==> src/rtl/rr_decode_arbiter_pkg.sv <==
// Shared types and helpers for the round-robin decode arbiter.
// State encoding, requester/index sizing and the MSB-first one-hot decode.
package rr_decode_arbiter_pkg;

  localparam int N_REQ = 16;
  localparam int IDX_W = 4;

  typedef enum logic {
    ST_IDLE  = 1'b0,
    ST_GRANT = 1'b1
  } state_e;

  // Bit 0 of the returned vector is the MSB, so idx 0 gives 16'h8000.
  function automatic logic [0:N_REQ-1] onehot_dec(input logic [IDX_W-1:0] idx);
    onehot_dec      = '0;
    onehot_dec[idx] = 1'b1;
  endfunction

endpackage

==> src/rtl/rr_decode_arbiter_if.sv <==
// Requester-side bus of the arbiter.
// The master modport is the requester side and the slave modport is the arbiter.
interface rr_decode_arbiter_if import rr_decode_arbiter_pkg::*; ();

  logic [0:N_REQ-1] req;
  logic             release_i;
  logic             gnt_valid;
  logic [0:IDX_W-1] gnt_idx;
  logic [0:N_REQ-1] gnt_onehot;
  logic             busy;
  logic             timeout_o;

  modport master (
    output req, release_i,
    input  gnt_valid, gnt_idx, gnt_onehot, busy, timeout_o
  );

  modport slave (
    input  req, release_i,
    output gnt_valid, gnt_idx, gnt_onehot, busy, timeout_o
  );

endinterface

==> src/rtl/rr_decode_arbiter_prio_pick.sv <==
// Combinational round-robin pick: rotate req by ptr, find the first set bit, unrotate.
// o_any flags that at least one request is present.
module rr_prio_pick
  import rr_decode_arbiter_pkg::*;
(
  input  logic [0:N_REQ-1] i_req,
  input  logic [IDX_W-1:0] i_ptr,
  output logic [IDX_W-1:0] o_winner,
  output logic             o_any
);

  logic [0:N_REQ-1] w_rot;
  logic [IDX_W-1:0] w_off;
  logic             w_found;

  // w_rot[0] is requester ptr, so the first set bit is the next in turn.
  always_comb begin
    w_rot   = '0;
    w_off   = '0;
    w_found = 1'b0;
    for (int i = 0; i < N_REQ; i++) begin
      w_rot[i] = i_req[i_ptr + IDX_W'(i)];
    end
    for (int i = 0; i < N_REQ; i++) begin
      if (w_rot[i] && !w_found) begin
        w_off   = IDX_W'(i);
        w_found = 1'b1;
      end
    end
  end

  assign o_any    = |w_rot;
  assign o_winner = i_ptr + w_off;

endmodule

==> src/rtl/rr_decode_arbiter.sv <==
// Round-robin arbiter for a 16-way decoded resource; grant held until release or drop.
// Optional forced release after MAX_HOLD cycles when RR_ARB_TIMEOUT_EN is defined.
module rr_decode_arbiter
  import rr_decode_arbiter_pkg::*;
#(
  parameter int MAX_HOLD = 8
) (
  input logic                 clk,
  input logic                 rst_n,
  rr_decode_arbiter_if.slave  bus
);

  if (MAX_HOLD < 1) begin : g_bad_hold
    $error("rr_decode_arbiter: MAX_HOLD must be at least 1");
  end

  state_e           r_state, w_state_nxt;
  logic [IDX_W-1:0] r_ptr, w_ptr_nxt;
  logic [IDX_W-1:0] r_gnt_idx, w_gnt_idx_nxt;
  logic [0:N_REQ-1] r_gnt_onehot, w_gnt_onehot_nxt;
  logic [IDX_W-1:0] w_winner;
  logic             w_any;
  logic             w_exit;

`ifdef RR_ARB_TIMEOUT_EN
  localparam int CNT_W = $clog2(MAX_HOLD + 1);
  logic [CNT_W-1:0] r_hold_cnt, w_hold_cnt_nxt;
  logic             r_timeout, w_timeout_nxt;
`endif

  rr_prio_pick u_pick (
    .i_req    (bus.req),
    .i_ptr    (r_ptr),
    .o_winner (w_winner),
    .o_any    (w_any)
  );

  always_comb begin
    w_state_nxt      = r_state;
    w_ptr_nxt        = r_ptr;
    w_gnt_idx_nxt    = r_gnt_idx;
    w_gnt_onehot_nxt = r_gnt_onehot;
    w_exit           = 1'b0;
`ifdef RR_ARB_TIMEOUT_EN
    w_hold_cnt_nxt   = r_hold_cnt;
    w_timeout_nxt    = 1'b0;
`endif
    case (r_state)
      ST_IDLE: begin
        if (w_any) begin
          w_state_nxt      = ST_GRANT;
          w_gnt_idx_nxt    = w_winner;
          w_gnt_onehot_nxt = onehot_dec(w_winner);
`ifdef RR_ARB_TIMEOUT_EN
          w_hold_cnt_nxt   = '0;
`endif
        end
      end
      ST_GRANT: begin
        // Release or withdrawal wins over a coincident timeout.
        w_exit = bus.release_i || !bus.req[r_gnt_idx];
`ifdef RR_ARB_TIMEOUT_EN
        w_hold_cnt_nxt = r_hold_cnt + CNT_W'(1);
        if (!w_exit && r_hold_cnt == CNT_W'(MAX_HOLD - 1)) begin
          w_exit        = 1'b1;
          w_timeout_nxt = 1'b1;
        end
`endif
        if (w_exit) begin
          w_state_nxt      = ST_IDLE;
          w_gnt_onehot_nxt = '0;
          w_ptr_nxt        = r_gnt_idx + IDX_W'(1);
        end
      end
      default: w_state_nxt = ST_IDLE;
    endcase
  end

  always_ff @(posedge clk or negedge rst_n) begin
    if (!rst_n) begin
      r_state      <= ST_IDLE;
      r_ptr        <= '0;
      r_gnt_idx    <= '0;
      r_gnt_onehot <= '0;
`ifdef RR_ARB_TIMEOUT_EN
      r_hold_cnt   <= '0;
      r_timeout    <= 1'b0;
`endif
    end else begin
      r_state      <= w_state_nxt;
      r_ptr        <= w_ptr_nxt;
      r_gnt_idx    <= w_gnt_idx_nxt;
      r_gnt_onehot <= w_gnt_onehot_nxt;
`ifdef RR_ARB_TIMEOUT_EN
      r_hold_cnt   <= w_hold_cnt_nxt;
      r_timeout    <= w_timeout_nxt;
`endif
    end
  end

  assign bus.gnt_valid  = (r_state == ST_GRANT);
  assign bus.busy       = (r_state == ST_GRANT);
  assign bus.gnt_idx    = r_gnt_idx;
  assign bus.gnt_onehot = r_gnt_onehot;
`ifdef RR_ARB_TIMEOUT_EN
  assign bus.timeout_o  = r_timeout;
`else
  assign bus.timeout_o  = 1'b0;
`endif

endmodule
==> src/flat_wrapper.sv <==
// flat-port wrapper written by rule: the top's interface ports become plain ports
module rr_decode_arbiter_flat import rr_decode_arbiter_pkg::*;
#(
  parameter int MAX_HOLD = 8
)
  (clk, rst_n, bus_req, bus_release_i, bus_gnt_valid, bus_gnt_idx, bus_gnt_onehot, bus_busy, bus_timeout_o);
  rr_decode_arbiter_if bus_i ();
  input logic clk;
  input logic rst_n;
  input wire logic [$bits(bus_i.req)-1:0] bus_req;
  input wire logic [$bits(bus_i.release_i)-1:0] bus_release_i;
  output wire logic [$bits(bus_i.gnt_valid)-1:0] bus_gnt_valid;
  output wire logic [$bits(bus_i.gnt_idx)-1:0] bus_gnt_idx;
  output wire logic [$bits(bus_i.gnt_onehot)-1:0] bus_gnt_onehot;
  output wire logic [$bits(bus_i.busy)-1:0] bus_busy;
  output wire logic [$bits(bus_i.timeout_o)-1:0] bus_timeout_o;
  assign bus_i.req = bus_req;
  assign bus_i.release_i = bus_release_i;
  assign bus_gnt_valid = bus_i.gnt_valid;
  assign bus_gnt_idx = bus_i.gnt_idx;
  assign bus_gnt_onehot = bus_i.gnt_onehot;
  assign bus_busy = bus_i.busy;
  assign bus_timeout_o = bus_i.timeout_o;
  rr_decode_arbiter #(.MAX_HOLD(MAX_HOLD)) u_core (.clk(clk), .rst_n(rst_n), .bus(bus_i));
endmodule
==> config.mk <==
export PLATFORM = sky130hd
export DESIGN_NAME = rr_decode_arbiter_flat
export DESIGN_NICKNAME = d
export VERILOG_FILES = /design/src/rtl/rr_decode_arbiter_pkg.sv /design/src/rtl/rr_decode_arbiter_if.sv /design/src/rtl/rr_decode_arbiter_prio_pick.sv /design/src/rtl/rr_decode_arbiter.sv /design/src/flat_wrapper.sv
export SDC_FILE = /design/constraint.sdc
export NUM_CORES = 1
export LEC_CHECK = 0
export ABC_AREA = 1
export BUFFER_PORTS_ARGS = -buffer_cell sky130_fd_sc_hd__buf_4
export CAP_MARGIN = 20
export CORE_ASPECT_RATIO = 0.6
export CORE_MARGIN = 4
export CORE_UTILIZATION = 45
export CTS_BUF_LIST = sky130_fd_sc_hd__clkbuf_4 sky130_fd_sc_hd__clkbuf_8 sky130_fd_sc_hd__clkbuf_16
export DETAILED_ROUTE_END_ITERATION = 12
export HOLD_SLACK_MARGIN = 0.06
export PLACE_DENSITY_LB_ADDON = 0.12
export SYNTH_ARGS = -nofsm -noshare
export SYNTH_HDL_FRONTEND = slang
export SYNTH_SLANG_ARGS = --single-unit
==> constraint.sdc <==
create_clock -name clk -period 4.3 [get_ports clk]
set_clock_uncertainty 0.2 [all_clocks]
set_input_delay 0.43 -clock clk [delete_from_list [all_inputs] [get_ports clk]]
set_output_delay 0.43 -clock clk [all_outputs]
set_load 0.01 [all_outputs]
======== Word-level counts from Yosys, hierarchy flattened ========
Cells that the tools add are included.
operators by class
  add/sub/neg operators ................... 17
  order comparisons ....................... 19
  equality and inequality tests ........... 2
  muxes and demuxes ....................... 89
  bitwise gates (word level) .............. 19
  reduce and logical (&&, ||, !) cells .... 37
operators with widths
  kind                                                                           number
  5-bit >= comparator (second input constant)                                    18
  4-bit NOT with 5-bit output                                                    18
  1-bit binary-select mux with 4-bit select                                      17
  4-bit two-way mux                                                              14
  1-bit two-way mux                                                              53
  4-bit adder (second input constant)                                            8
  16-bit two-way mux                                                             2
  16-bit case mux with 2 select lines                                            1
  4-bit by 3-bit adder with 4-bit output (second input constant)                 4
  1-bit logical AND                                                              16
  1-bit logical NOT                                                              16
  16-bit OR reduction                                                            1
  4-bit by 1-bit adder with 4-bit output (second input constant)                 2
  4-bit by 2-bit adder with 4-bit output (second input constant)                 2
  2-bit AND reduction                                                            3
  5-bit by 1-bit less-than comparator with 1-bit output (second input constant)  1
  4-bit adder                                                                    1
  1-bit demux with 4-bit select                                                  1
  2-bit != test (second input constant)                                          2
  1-bit case mux with 2 select lines                                             1
  1-bit logical OR                                                               1
  1-bit NOT                                                                      1
storage, ports and cells
  bits in registers ....................... 25
  input port bits ......................... 19
  word-level logic and storage cells ...... 187

======== Depth between registers and ports, before layout ========
  word-level depth ........................ 58
  depth in mapped cells ................... 26
  mapped depth without buffers ............ 25

======== By module ========
From an unflattened synthesis, not the netlist that was laid out.
unflattened totals
  cell total of the unflattened synthesis .. 464
  area, all modules ....................... 2,800.2 µm²
by module, submodules not included
  module             times used  cells each  area each (µm²)
  rr_prio_pick       1           285         1,452.6
  rr_decode_arbiter  1           179         1,347.5

======== Least setup slack after synthesis ========
Ideal clock, no wire load.
  kind .................................... flip-flop to flip-flop
  start point ............................. register u_core.r_ptr[1]
  end point ............................... register u_core.r_gnt_onehot, in the netlist u_core.bus.gnt_onehot[11]
  setup time .............................. 0.120 ns
  data arrival time ....................... 3.866 ns
  data required time ...................... 3.980 ns
  setup slack ............................. 0.114 ns
  cell stages (with the launch flop) ...... 25
  path through ............................ dfrtp_1 -> buf_2 -> inv_2 -> ha_1 -> buf_2 -> inv_2 -> nand3_1 -> nand3_1 -> nand3_1 -> nand2_1 -> nand2_2 -> nor2_4 -> nand2_4 -> inv_2 -> nand3_1 -> nand3_1 -> nor2_1 -> nand3_1 -> ha_1 -> inv_1 -> fa_1 -> xnor2_1 -> clkinv_1 -> nand4_1 -> nand2_1
between the ends
  longest elaborated chain between the ends .. 58
ends and longest elaborated chain
  element                                                                          line                     RTL
  start: declaration                                                               rr_decode_arbiter.sv:18  logic [IDX_W-1:0] r_ptr, w_ptr_nxt;
  start signal: assignment                                                         rr_decode_arbiter.sv:91  r_ptr <= w_ptr_nxt;
  branches (longest 58 deep; another with 4-bit by 1-bit adder with 4-bit output)  n/a
  end signal: assignment                                                           rr_decode_arbiter.sv:93  r_gnt_onehot <= w_gnt_onehot_nxt;
  end: declaration                                                                 rr_decode_arbiter.sv:20  logic [0:N_REQ-1] r_gnt_onehot, w_gnt_onehot_nxt;
Several ways; the timed one is not identified. The select of a mux whose other input is x is not followed.
A chain may end at the register's enable or synchronous reset.

======== Final worst setup path ========
  start point ............................. register u_core.r_ptr[1]
  end point ............................... register u_core.r_gnt_onehot, in the netlist u_core.bus.gnt_onehot[1]
Same word-level chain as after synthesis.

==> out/qor.txt <==
STATUS
-------------------------------------------------------------------------------------
Run status ............................................................. finished, final reports clean

SETUP PATH
-------------------------------------------------------------------------------------
Arr. time, crit path ...................................................      3.97 ns
Type of element launching the critical path ............................         flop
WP data required .......................................................      4.28 ns
Category of the critical setup timing path ............................. flop to flop
R2r setup slk ..........................................................      0.31 ns
Kind of capture point of the worst setup path ..........................         flop
Largest fanout on the critical path ....................................            9

ROUTE
-------------------------------------------------------------------------------------
Drt drc ................................................................            0
Drt initial violations .................................................          319
Number of optimization iterations in the first detailed-route pass .....            5
Routed length per placed instance ......................................      15.6 um
Vias/cell ..............................................................         5.53
Antenna-violating nets left ............................................            0
Total wire length after detailed routing ...............................      8620 um
Via count ..............................................................         3049

LAYOUT
-------------------------------------------------------------------------------------
Diode count ............................................................            0
Ratio of cells with drive above 1 in the final layout ..................        0.248
Number of nets in the finished design ..................................          499
Area used by multi-input combinational logic ...........................     2080 um2
Synthesis-to-layout area growth ........................................        16.1%
Number of fill cells in the layout .....................................          620
Sequential standard cell area ..........................................      628 um2

STA
-------------------------------------------------------------------------------------
Sum of negative setup slack ............................................         0 ns
Max-slew violation count ...............................................            0
Fin. Hold Viols ........................................................            0
RSZ-0062 raised after global routing ...................................           no
Setup-violating endpoint count in the final report .....................            0
Period utilization .....................................................        0.928
Achievable Freq ........................................................    0.251 GHz
Time the worst path needs with I/O delays and setup ....................      3.99 ns

CLOCKING
-------------------------------------------------------------------------------------
Deepest clock path buffer count ........................................            2
Number of buffers created by CTS .......................................            3
Clock net sink count ...................................................           25
Clock insertion delay at the later pin of the skew report ..............      0.28 ns
Register clock-pin slew on the reported worst setup and hold paths .....      0.10 ns
Clock tree from TritonCTS ..............................................          yes
Count of H-tree levels built during CTS ................................            1
CTS root buffer ........................................................ sky130_fd_sc_hd__clkbuf_8

GRT
-------------------------------------------------------------------------------------
Pin count of the biggest net entering global routing ...................           26
Number of antenna violations at the first check in global routing ......            0
Via count of the first global-routing pass .............................         2609
GRT Residual Overflow ..................................................            0
Wire length of the first global-routing pass ...........................     13900 um
Total GRT Usage ........................................................        0.221

YOSYS
-------------------------------------------------------------------------------------
Flip-flop and latch count after synthesis ..............................           25
Post-synthesis share of cell area spent on and, or, nand and nor gates .        0.510
Post-synthesis share of cell area spent on xor and xnor gates ..........       0.0565
Share of synthesized area occupied by flip-flops and latches ...........        0.217
Synth Area in Adders ...................................................       0.0548
Complex-gate fraction of the synthesized area ..........................       0.0818
Post-Syn Instances .....................................................          430
Mux cell area share after synthesis ....................................            0
Avg Cell Area, Syn .....................................................     6.69 um2
Dominant combinational cell family by area after synthesis ............. simple AND/OR/NAND/NOR gates
Post-Syn Area ..........................................................     2880 um2
Yosys cell types .......................................................           39
Synthesized netlist net count ..........................................          461
YS warnings ............................................................            0

HOLD PATH
-------------------------------------------------------------------------------------
Classification of the worst-slack hold path ............................ input port to flop

FLOW RUN
-------------------------------------------------------------------------------------
Number of max-capacitance violations reported ..........................            0

FLOORPLAN
-------------------------------------------------------------------------------------
Die extent in y ........................................................      69.9 um
Die outline width ......................................................       111 um
Effective utilization at floorplan .....................................        0.467
Die area ...............................................................     7780 um2
Top Ports ..............................................................           42
Number of rows in the core area ........................................           22
Placeable core area ....................................................     6170 um2

PLACEMENT
-------------------------------------------------------------------------------------
Placer Congestion ......................................................        0.974
Sum of net half-perimeters after detailed placement ....................      7140 um
Number of buffer cells added on primary ports ..........................           40

[routing by layer]
layer	global-route usage	wire length (um)	vias to the layer above
met5	0	0	-
met4	0.0243	37	0
met2	0.259	3050	140
met1	0.393	4800	1392
met3	0.0468	741	4
li1	-	-	1513
[synth_stat cells, drive strengths merged]
master	n	area, um2
a21oi	6	37.5
nor2	27	138
o31ai	1	21.3
inv	28	105
or2	1	6.26
ha	11	138
o22ai	3	18.8
dfrtp	25	626
xnor2	4	35.0
xor2	12	128
o21ai	19	98.8
nand4	12	75.1
conb	1	3.75
buf	12	105
a21o	1	7.51
a21boi	1	7.51
nand3	101	581
fa	1	20.0
clkinv	2	7.51
a31oi	1	6.26
nor3	2	21.3
clkbuf	2	7.51
o211ai	5	37.5
nand2	152	646
[layout by cell type, fill, tap and decap left out, types with 4 or more instances in the layout]
| cell | count |
|---|---|
| sky130_fd_sc_hd__nand2_1 | 129 |
| sky130_fd_sc_hd__nand3_1 | 87 |
| sky130_fd_sc_hd__buf_4 | 45 |
| sky130_fd_sc_hd__dfrtp_1 | 23 |
| sky130_fd_sc_hd__inv_1 | 21 |
| sky130_fd_sc_hd__nor2_1 | 21 |
| sky130_fd_sc_hd__nand2_2 | 19 |
| sky130_fd_sc_hd__o21ai_0 | 15 |
| sky130_fd_sc_hd__nand3_2 | 12 |
| sky130_fd_sc_hd__nand4_1 | 12 |
| sky130_fd_sc_hd__ha_1 | 10 |
| sky130_fd_sc_hd__inv_2 | 6 |
| sky130_fd_sc_hd__xor2_2 | 6 |
| sky130_fd_sc_hd__xor2_1 | 6 |
| sky130_fd_sc_hd__o211ai_1 | 5 |
| sky130_fd_sc_hd__nand2_4 | 4 |
| sky130_fd_sc_hd__a21oi_1 | 4 |
[per-stage QoR]
step / hold slack (ns) / cells / instance area, um2 / util / worst slack (ns)
2_1_floorplan: -0.0656 / 430 / 2880 / - / 0.114
3_3_place_gp: 0.150 / 546 / 3210 / 0.521 / 0.237
5_1_grt: 0.254 / 551 / 3340 / 0.541 / 0.00689
3_5_place_dp: 0.151 / 546 / 3210 / 0.521 / 0.156
6_report: 0.246 / 551 / 3340 / 0.541 / 0.310
4_1_cts: 0.244 / 551 / 3270 / 0.531 / 0.116
[cells by family (layout without fill, tap and decap cells)]
logic type,after synthesis,after routing
and+or+nand+nor,295,295
buffers and inverters,44,81
AOI/OAI and AO/OA,37,37
DFF,25,25
xor gates and xnor gates,16,16
adders and majority gates,12,12
other,1,1
[registers in the layout, summed over array words and instances (netlist names)]
name	count
u_core.bus.busy	1
u_core.bus.gnt_idx	4
u_core.bus.gnt_onehot	16
u_core.r_ptr	4
[worst paths after layout]
| kind | startpoint | cells past startpoint | end |
|---|---|---|---|
| max in group asynchronous | rst_n | 2 | u_core.r_ptr[1]$_DFFE_PN0P_ |
| min in group asynchronous | rst_n | 2 | u_core.bus.gnt_onehot[9]$_DFFE_PN0P_ |
| hold / removal | bus_release_i | 3 | u_core.bus.busy$_DFF_PN0_ |
| setup reg to reg | u_core.r_ptr[1]$_DFFE_PN0P_ | 19 | u_core.bus.gnt_onehot[1]$_DFFE_PN0P_ |
| setup / recovery | u_core.r_ptr[1]$_DFFE_PN0P_ | 19 | u_core.bus.gnt_onehot[1]$_DFFE_PN0P_ |
| hold reg to reg | u_core.bus.gnt_onehot[7]$_DFFE_PN0P_ | 2 | u_core.bus.gnt_onehot[7]$_DFFE_PN0P_ |
[critical path: stages, from the launching register on]
cell and delay, ns:
sky130_fd_sc_hd__dfrtp_2 0.46, sky130_fd_sc_hd__inv_2 0.06, sky130_fd_sc_hd__ha_2 0.46, sky130_fd_sc_hd__nand3_1 0.20, sky130_fd_sc_hd__nand3_1 0.15, sky130_fd_sc_hd__nand3_1 0.13, sky130_fd_sc_hd__nand2_2 0.12, sky130_fd_sc_hd__nand2_4 0.07
sky130_fd_sc_hd__nor2_8 0.14, sky130_fd_sc_hd__nand3_4 0.10, sky130_fd_sc_hd__nor2_1 0.18, sky130_fd_sc_hd__nand4_1 0.11, sky130_fd_sc_hd__nand3_1 0.11, sky130_fd_sc_hd__ha_1 0.17, sky130_fd_sc_hd__inv_1 0.06, sky130_fd_sc_hd__fa_1 0.37
sky130_fd_sc_hd__xnor2_1 0.20, sky130_fd_sc_hd__clkinv_1 0.29, sky130_fd_sc_hd__nand3_1 0.23, sky130_fd_sc_hd__nand2_1 0.07
[area by class of cell]
type | count | share of cell area
clock buffers | 3 | 0.0124
clock inverters | 1 | 0.00262
inverters | 30 | 0.0345
multi-input cells | 361 | 0.623
flip-flops and latches | 25 | 0.188
well taps | 84 | 0.0315
repair buffers | 47 | 0.108
[repair_timing]
item / CTS / global route
resized for setup: 0 / 14
endpoints found under the setup margin: 0 / 18
hold endpoints to repair: 25 / 0
setup buffers: 0 / 0
hold buffers: 1 / 0
Power is not shown: default switching activity piles up to over one toggle a cycle in this logic, so the estimate is an artifact.
